<file path="src/rtl/seven_seg_pkg.sv">
// Shared constants and helpers for the seven-segment scan controller.
// Segment vectors are active-low {g,f,e,d,c,b,a}.
package seven_seg_pkg;

    localparam logic [6:0] SEG_OFF  = 7'b1111111;
    localparam logic [6:0] SEG_DASH = 7'b0111111;
    localparam int         MAX_DIGITS = 8;

    // Marks digits that sit above the most significant nonzero nibble; digit 0 is never marked.
    function automatic logic [MAX_DIGITS-1:0] leading_zero_mask(
        input logic [4*MAX_DIGITS-1:0] nibbles,
        input int                      num_digits
    );
        logic [MAX_DIGITS-1:0] mask;
        logic                  seen_nonzero;
        mask         = '0;
        seen_nonzero = 1'b0;
        for (int i = MAX_DIGITS - 1; i >= 0; i--) begin
            if (i < num_digits) begin
                if (nibbles[4*i +: 4] != 4'h0) begin
                    seen_nonzero = 1'b1;
                end
                if (!seen_nonzero && (i != 0)) begin
                    mask[i] = 1'b1;
                end
            end
        end
        return mask;
    endfunction

endpackage

</file>
<file path="src/rtl/seven_segment_scan_controller_decoder.sv">
// Hex nibble to active-low seven-segment glyph decoder (combinational).
// A disabled decoder drives all segments off.
module SevenSegmentsDisplayController
    import seven_seg_pkg::*;
(
    input  logic       enable,
    input  logic [3:0] hexValue,
    output logic [6:0] segments
);

    always_comb begin
        segments = SEG_OFF;
        if (enable) begin
            case (hexValue)
                4'h0:    segments = 7'b1000000;
                4'h1:    segments = 7'b1111001;
                4'h2:    segments = 7'b0100100;
                4'h3:    segments = 7'b0110000;
                4'h4:    segments = 7'b0011001;
                4'h5:    segments = 7'b0010010;
                4'h6:    segments = 7'b0000010;
                4'h7:    segments = 7'b1111000;
                4'h8:    segments = 7'b0000000;
                4'h9:    segments = 7'b0010000;
                4'hA:    segments = 7'b0001000;
                4'hB:    segments = 7'b0000011;
                4'hC:    segments = 7'b1000110;
                4'hD:    segments = 7'b0100001;
                4'hE:    segments = 7'b0000110;
                4'hF:    segments = 7'b0001110;
                default: segments = SEG_DASH;
            endcase
        end
    end

endmodule

</file>
<file path="src/rtl/seven_segment_scan_controller.sv">
// Time-multiplexed scan driver for NUM_DIGITS common-anode digits on a shared segment bus,
// with dead time, leading-zero blanking, blink and tear-free frame updates.
module seven_segment_scan_controller
    import seven_seg_pkg::*;
#(
    parameter int NUM_DIGITS   = 4,
    parameter int SCAN_DIV     = 50000,
    parameter int DEAD_CYCLES  = 16,
    parameter int BLINK_FRAMES = 64
) (
    input  logic                    clock,
    input  logic                    reset,
    input  logic [4*NUM_DIGITS-1:0] dataInput,
    input  logic                    load,
    input  logic [NUM_DIGITS-1:0]   digitEnable,
    input  logic                    blankLeadingZeros,
    input  logic                    blinkEnable,
    output logic [6:0]              segmentOutput,
    output logic [NUM_DIGITS-1:0]   digitSelect,
    output logic                    frameDone
);

    localparam int CW = $clog2(SCAN_DIV);
    localparam int IW = $clog2(NUM_DIGITS);
    localparam int FW = $clog2(BLINK_FRAMES + 1);

    logic [CW-1:0]           cnt_reg,      cnt_next;
    logic [IW-1:0]           idx_reg,      idx_next;
    logic [4*NUM_DIGITS-1:0] pending_reg,  pending_next;
    logic [4*NUM_DIGITS-1:0] active_reg,   active_next;
    logic [FW-1:0]           fcount_reg,   fcount_next;
    logic                    hidden_reg,   hidden_next;
    logic [6:0]              seg_reg,      seg_next;
    logic [NUM_DIGITS-1:0]   sel_reg,      sel_next;
    logic                    done_reg,     done_next;

    logic                    tc;
    logic                    wrap;
    logic [NUM_DIGITS-1:0]   lz_mask;
    logic                    suppress;
    logic                    dead;
    logic [3:0]              nibble_sel;
    logic [6:0]              decoded;
    logic [3:0]              nibbles [NUM_DIGITS];

    generate
        for (genvar gi = 0; gi < NUM_DIGITS; gi++) begin : g_nibble
            assign nibbles[gi] = active_next[4*gi +: 4];
        end
    endgenerate

    assign nibble_sel = nibbles[idx_next];

    SevenSegmentsDisplayController u_decoder (
        .enable   (1'b1),
        .hexValue (nibble_sel),
        .segments (decoded)
    );

    // Outputs are computed from next-state values so they line up with the counter they describe.
    always_comb begin
        tc   = (cnt_reg == CW'(SCAN_DIV - 1));
        wrap = tc && (idx_reg == IW'(NUM_DIGITS - 1));

        cnt_next = tc ? '0 : cnt_reg + 1'b1;
        idx_next = idx_reg;
        if (tc) begin
            idx_next = wrap ? '0 : idx_reg + 1'b1;
        end

        pending_next = load ? dataInput : pending_reg;
        active_next  = wrap ? pending_next : active_reg;

        fcount_next = fcount_reg;
        hidden_next = hidden_reg;
        if (done_reg) begin
            if (fcount_reg == FW'(BLINK_FRAMES - 1)) begin
                fcount_next = '0;
                hidden_next = ~hidden_reg;
            end else begin
                fcount_next = fcount_reg + 1'b1;
            end
        end

        lz_mask  = NUM_DIGITS'(leading_zero_mask((4*MAX_DIGITS)'(active_next), NUM_DIGITS));
        suppress = !digitEnable[idx_next]
                 || (blankLeadingZeros && lz_mask[idx_next])
                 || (blinkEnable && hidden_next);
        dead     = (cnt_next < CW'(DEAD_CYCLES));

        seg_next = SEG_OFF;
        sel_next = '1;
        if (!dead && !suppress) begin
            seg_next           = decoded;
            sel_next[idx_next] = 1'b0;
        end

        done_next = wrap;
    end

    always_ff @(posedge clock or negedge reset) begin
        if (!reset) begin
            cnt_reg     <= '0;
            idx_reg     <= '0;
            pending_reg <= '0;
            active_reg  <= '0;
            fcount_reg  <= '0;
            hidden_reg  <= 1'b0;
            seg_reg     <= SEG_OFF;
            sel_reg     <= '1;
            done_reg    <= 1'b0;
        end else begin
            cnt_reg     <= cnt_next;
            idx_reg     <= idx_next;
            pending_reg <= pending_next;
            active_reg  <= active_next;
            fcount_reg  <= fcount_next;
            hidden_reg  <= hidden_next;
            seg_reg     <= seg_next;
            sel_reg     <= sel_next;
            done_reg    <= done_next;
        end
    end

    assign segmentOutput = seg_reg;
    assign digitSelect   = sel_reg;
    assign frameDone     = done_reg;

endmodule
</file>
<file path="config.mk">
export PLATFORM = sky130hd
export DESIGN_NAME = seven_segment_scan_controller
export DESIGN_NICKNAME = d
export VERILOG_FILES = /design/src/rtl/seven_seg_pkg.sv /design/src/rtl/seven_segment_scan_controller_decoder.sv /design/src/rtl/seven_segment_scan_controller.sv
export SDC_FILE = /design/constraint.sdc
export NUM_CORES = 1
export LEC_CHECK = 0
export ABC_AREA = 1
export BUFFER_PORTS_ARGS = -buffer_cell sky130_fd_sc_hd__buf_2
export CAP_MARGIN = 0
export CELL_PAD_IN_SITES_DETAIL_PLACEMENT = 1
export CELL_PAD_IN_SITES_GLOBAL_PLACEMENT = 1
export CORE_MARGIN = 8
export CORE_UTILIZATION = 47
export CTS_BUF_LIST = sky130_fd_sc_hd__clkbuf_8
export DETAILED_ROUTE_END_ITERATION = 6
export PLACE_DENSITY_LB_ADDON = 0.1
export SYNTH_ARGS = -nofsm -noshare
export SYNTH_HDL_FRONTEND = slang
export SYNTH_SLANG_ARGS = --single-unit
</file>
<file path="constraint.sdc">
create_clock -name clock -period 5.6 [get_ports clock]
set_input_delay 0.56 -clock clock [delete_from_list [all_inputs] [get_ports clock]]
set_output_delay 0.56 -clock clock [all_outputs]
set_load 0.01 [all_outputs]
</file>
==> results of run 1 <==
where the power goes:
part / switching, mW / internal [mW] / total [mW] / leakage, nW
logic: 0.0326 / 0.0144 / 0.0470 / 1.49
registers: 0.00355 / 0.519 / 0.523 / 0.833
clock network: 0.218 / 0.162 / 0.380 / 0.0834
total: 0.254 / 0.695 / 0.950 / 2.40
cells by family after synthesis:
group	Yosys count	synth area share
AO/OA/AOI/OAI	27	0.0382
adder cells (fa/ha/maj)	8	0.0252
AND/OR/NAND/NOR	330	0.387
flip-flops	70	0.445
XOR/XNOR	5	0.0110
buffers and inverters	92	0.0937
layout make-up:
type                       count  area [sq um]
multi-input combinational    370          1830
tap                          105           131
clock buffer                   9           124
sequential                    70          1770
clock inverter                 7          48.8
inverter                      83           312
timing repair buffer          37           188
fill                        1070          3820
per-layer routing:
| metal | vias up | track usage |
|---|---|---|
| li1 | 1711 | - |
| met1 | 1674 | 0.231 |
| met2 | 44 | 0.360 |
| met3 | 14 | 0.0365 |
| met4 | 0 | 0.0694 |
| met5 | - | 0 |
through the flow:
step | total power, mW | hold slack [ns] | cells | setup WS [ns] | area (sq um)
after global routing | 0.985 | 0.445 | 681 | 2.38 | 4400
after CTS | 0.958 | 0.440 | 681 | 2.71 | 4400
after global placement | 0.579 | 0.442 | 665 | 2.85 | 4220
after detailed placement | 0.581 | 0.456 | 665 | 2.76 | 4220
final | 0.950 | 0.401 | 681 | 2.72 | 4400
after floorplan | 0.552 | 0.264 | 532 | 3.36 | 3970
critical path, stage by stage, from the launching register on:
cell	delay, ns
dfrtp_1	0.44
nor2_1	0.15
nand2_2	0.12
nor2_2	0.44
nand3_1	0.46
o21ai_0	0.30
nor2_1	0.07
nor2_1	0.11
nand2_1	0.13
ha_1	0.24
nand2_1	0.13
nand2_1	0.08
nand2_1	0.06
nand3_1	0.07
Yosys cell counts:
master / number / area (sq um)
o21ai_1: 3 / 15.0
xnor2_1: 1 / 8.76
or2_2: 6 / 37.5
dfstp_2: 11 / 289
a21oi_1: 2 / 10.0
buf_6: 2 / 22.5
o21ai_0: 17 / 85.1
nand3_1: 41 / 205
dfrtp_1: 59 / 1480
nor3_1: 4 / 20.0
nor2_1: 50 / 188
buf_2: 3 / 15.0
ha_1: 8 / 100
nor2_2: 7 / 43.8
nor2_8: 3 / 60.1
nand2_1: 180 / 676
nand2_4: 3 / 33.8
inv_1: 80 / 300
o21bai_1: 2 / 15.0
nand3b_1: 1 / 7.51
nor2_4: 4 / 45.0
buf_4: 2 / 15.0
inv_2: 3 / 11.3
o21ai_2: 3 / 26.3
nand3_4: 2 / 35.0
nand2_2: 15 / 93.8
nand4_1: 14 / 87.6
xor2_1: 4 / 35.0
clkbuf_1: 2 / 7.51
final timing paths:
check	slack (ns)	to
setup / recovery	2.72	segmentOutput[3]
hold / removal	0.40	cnt_reg[7]
setup reg to reg	2.72	segmentOutput[3]
hold reg to reg	0.47	fcount_reg[6]
max in group asynchronous	4.56	pending_reg[13]
min in group clock	0.44	pending_reg[11]
==> results.cfg, run 1 <==
[run_status]
status = complete, no violations

[timing]
finalSetupTns_ns = 0
final.setup_skew_ns = 0.0154
rsz0062_at_grt = no
drv_slew = 0
finalCriticalPeriod_ns = 2.88
setup_viol = 0
timing.fmax_mhz = 347
finalHoldViolations = 0
max_slew.worst_pin.slew_ns = 0.937
final.period_utilization = 0.515
relSlewSlack = 0.375

[synthesis]
syn-num-nets = 565
ys.warnings.count = 0
netlist_area_sq_mm = 0.00397
synthCells = 532
ys_ff_latch = 70
yosysUniqueCellTypes = 29
syn_area_per_cell_sq_um = 7.45
ys_seq_area_frac = 0.445

[route]
drt_iter0_markers = 121
m1WireLength_um = 4600
top_layer_used = met4
wl_met2_um = 5590
vias_per_cell = 5.06
ant_nets = 0
wl_met3_um = 246
wirelength_um = 10600
route.detailed.drc = 0
drt_pass1_iterations = 5
wl_per_cell_um = 15.6
vias = 3443

[flow_run]
cap_violations = 0

[clock_network]
cts_made_buffers = 9
hold_buffers = 0
cts_buffer_depth = 2
htree_levels = 3
cts_tree = done
insertion_delay_ns = 0.36
clkTransAtPathRegs_ns = 0.08
cts_setup_buffers = 0
cts_sinks = 70
post_cts_resized = 0
clock_tree.root_cell = clkbuf_8

[critical_path]
r2r_start = cnt_reg[10]
critPathKind = register to register
rr_worst_depth = 13
critPathLaunch = cnt_reg[10]
crit_path_end_kind = register
path_max_fanout = 13
crit_required_ns = 5.86
cp.arrival_ns = 3.14
start_kind = register

[final_layout]
layout_commonest_cell = nand2_1
drive_gt1_frac = 0.189
antenna_cells = 0
layout_common_cells = nand2_1, inv_1, dfrtp_1, nor2_1, nand3_1
nNetsFinal = 604
area_delta_synth_final_pct = 10.9
finish.utilization = 0.535

[floorplan]
io_pins = 37
std_cell_rows = 33
start_util = 0.483
die_area_sq_mm = 0.0116
die-height_um = 108
die_w_um = 108
core_sq_mm = 0.00822

[pwr]
ir_worst_vdd_mv = 0.127
leakage_nw = 2.40
p_per_area_mw_per_mm2 = 216

[placed_design]
place_congestion = 0.889
portBuffers = 36
place_hpwl_um = 8180

[grt]
grt_max_degree = 71
overflow = 0
first_global_vias = 3817
grt_use_total = 0.200
grt_pass1_wl_um = 18400
antenna_found_initial = 0

[worst_hold_path]
hp-class = primary input to async pin
No activity file was read; power rests on OpenSTA's default activity.
==> inputs of run 2 (changes only) <==
- ABC_AREA: 1 -> 0
- clock period: 5.6 -> 2.9 ns (I/O delays scaled with it)
==> results.cfg, run 2 <==
[placed_design]
place_congestion = 0.841
place_area_sq_mm = 0.00436
portBuffers = 36
place_hpwl_um = 7280

[run_status]
status = finished, violations left
violations = negative setup slack

[timing]
drv_slew = 0
relSlewSlack = 0.293
max_slew.worst_pin.slew_ns = 1.06
finalHoldViolations = 0
final.period_utilization = 1.15
setup_slack_ns = -0.422
finalCriticalPeriod_ns = 3.32
fin_hold_ws_ns = 0.112
rsz0062_at_grt = yes
timing.fmax_mhz = 301
final.setup_skew_ns = 0.0112
setup_viol = 11

[critical_path]
path_max_fanout = 6
r2r_start = cnt_reg[13]
start_kind = register
cp.arrival_ns = 3.60
reg2reg_slack_ns = -0.42
crit_path_end_kind = register
reg2reg_to = segmentOutput[0]
crit_required_ns = 3.18
critPathKind = register to register
rr_worst_depth = 13

[synthesis]
netlist_top_cells_count = dfrtp_1, nand2_1, nor2_1
synth-async-reset-ratio = 1.00
yosysUniqueCellTypes = 53
yosys.area.top_type_share = 0.414
yosys.area.top_type = dfrtp_1
ys_seq_area_frac = 0.495
syn-num-nets = 357
ys_ff_latch = 70
ys.warnings.count = 0
synth_most_common_cell = dfrtp_1
synth_edf_count = 0
synth.area.top_cells = dfrtp_1, dfstp_2, mux2_2
synthCells = 324
syn_area_per_cell_sq_um = 11.0
synth_flop_cell = dfrtp_1
netlist_area_sq_mm = 0.00356

[grt]
overflow = 0
antenna_found_initial = 0
grt_pass1_wl_um = 19000
grt_use_total = 0.240
first_global_vias = 3533
grt_max_degree = 46

[floorplan]
std_cell_rows = 31
die_w_um = 103
io_pins = 37
die_area_sq_mm = 0.0106
core_sq_mm = 0.00729
die-height_um = 103
start_util = 0.489

[final_layout]
num-fill-cells = 801
area_delta_synth_final_pct = 37.1
drive_gt1_frac = 0.457
final_area_sq_mm = 0.00489
layout_commonest_cell = buf_4
nNetsFinal = 472
antenna_cells = 0
multiInputGateArea_sq_mm = 0.00186
layout_common_cells = buf_4, dfrtp_1, buf_2, nand2_1, nor2_1
regArea_sq_mm = 0.00177

[clock_network]
cts_buffer_depth = 2
htree_levels = 3
clock_tree.root_cell = clkbuf_8
cts_tree = done
cts_sinks = 70
insertion_delay_ns = 0.36
cts_made_buffers = 9
clkTransAtPathRegs_ns = 0.08

[route]
drt_iter0_markers = 169
wirelength_um = 11700
ant_nets = 0
vias = 3023
wl_per_cell_um = 21.6
route.detailed.drc = 0
drt_pass1_iterations = 4
vias_per_cell = 5.57

[pwr]
p_per_area_mw_per_mm2 = 459
ir_worst_vdd_mv = 0.205
leakage_nw = 2.23

[worst_hold_path]
hp-class = primary input to async pin

[flow_run]
cap_violations = 0
[run 2: cell count changes after synthesis, moves of 14 or more]
cell and delta:
nand2_2 -15, nand2_1 -148, nor2_1 -23, mux2_2 +20
mux2i_1 +14, nand3_1 -25, inv_1 -68
[run 2: per-stage QoR]
step | power, mW | worst slack (ns) | util | TNS, ns | cells
detailed placement | 1.17 | -0.387 | 0.598 | -3.51 | 514
global placement | 1.16 | -0.234 | 0.598 | -2.21 | 514
CTS | 2.22 | -0.305 | 0.665 | -2.91 | 542
floorplan | 1.10 | -0.320 | - | -1.46 | 324
global route | 2.30 | -0.455 | 0.670 | -4.43 | 543
finish | 2.24 | -0.422 | 0.670 | -3.73 | 543
[run 2: repair_timing]
action	CTS	global route
gates cloned	1	0
hold buffers	0	0
pin swaps	11	1
setup endpoints to repair	11	11
gates resized for setup	24	5
setup buffers	11	1
[run 2: per-layer routing]
metal,vias up,wire length [um],track usage
met4,0,520,0.133
met1,1525,4600,0.270
met5,-,0,0
met3,44,466,0.0405
met2,82,6130,0.422
li1,1372,-,-
[run 2: how the worst max path moves through the flow]
| stage | start | end | slack [ns] | cells after the start |
|---|---|---|---|---|
| 5_1_grt | cnt_reg[13] | segmentOutput[6] | -0.46 | 12 |
| 6_report | cnt_reg[13] | segmentOutput[0] | -0.42 | 13 |
| 4_1_cts | cnt_reg[10] | segmentOutput[0] | -0.30 | 13 |
| 3_3_place_gp | cnt_reg[5] | segmentOutput[6] | -0.23 | 11 |
| 2_1_floorplan | cnt_reg[5] | segmentOutput[0] | -0.32 | 14 |
| 3_5_place_dp | cnt_reg[7] | segmentOutput[0] | -0.39 | 13 |
[run 2: logic make-up (layout without fill, tap and decap cells)]
family / count (synthesis) / after routing / share of synthesized area
mux: 40 / 40 / 0.134
xor+xnor: 19 / 19 / 0.0467
buf+inv: 25 / 145 / 0.0333
flops: 70 / 70 / 0.495
fa+ha+maj: 8 / 8 / 0.0281
simple gates: 121 / 121 / 0.174
compound gates: 41 / 41 / 0.0892
[run 2: where the power goes]
group,switching [mW],internal [mW]
sequential,0.00979,1.01
combinational,0.0794,0.0571
clock,0.423,0.663
total,0.512,1.73
[run 2: worst max-delay path, stage by stage, from the launching register on]
cell and delay (ns):
dfrtp_1 0.43, or4b_4 0.54, or4_4 0.57, mux2i_4 0.23
inv_4 0.10, buf_12 0.14, mux2i_4 0.18, mux2i_4 0.25
ha_4 0.22, nor2_4 0.04, nand2_1 0.07, mux2i_1 0.07
a31o_2 0.23, o21ai_1 0.17
[run 2: cell type report]
cell class | instances | share of cell area
repair buffers | 115 | 0.166
clock buffers | 9 | 0.0254
multi-input cells | 229 | 0.381
clock inverters | 7 | 0.0297
inverters | 14 | 0.0113
well taps | 99 | 0.0254
flip-flops and latches | 70 | 0.361
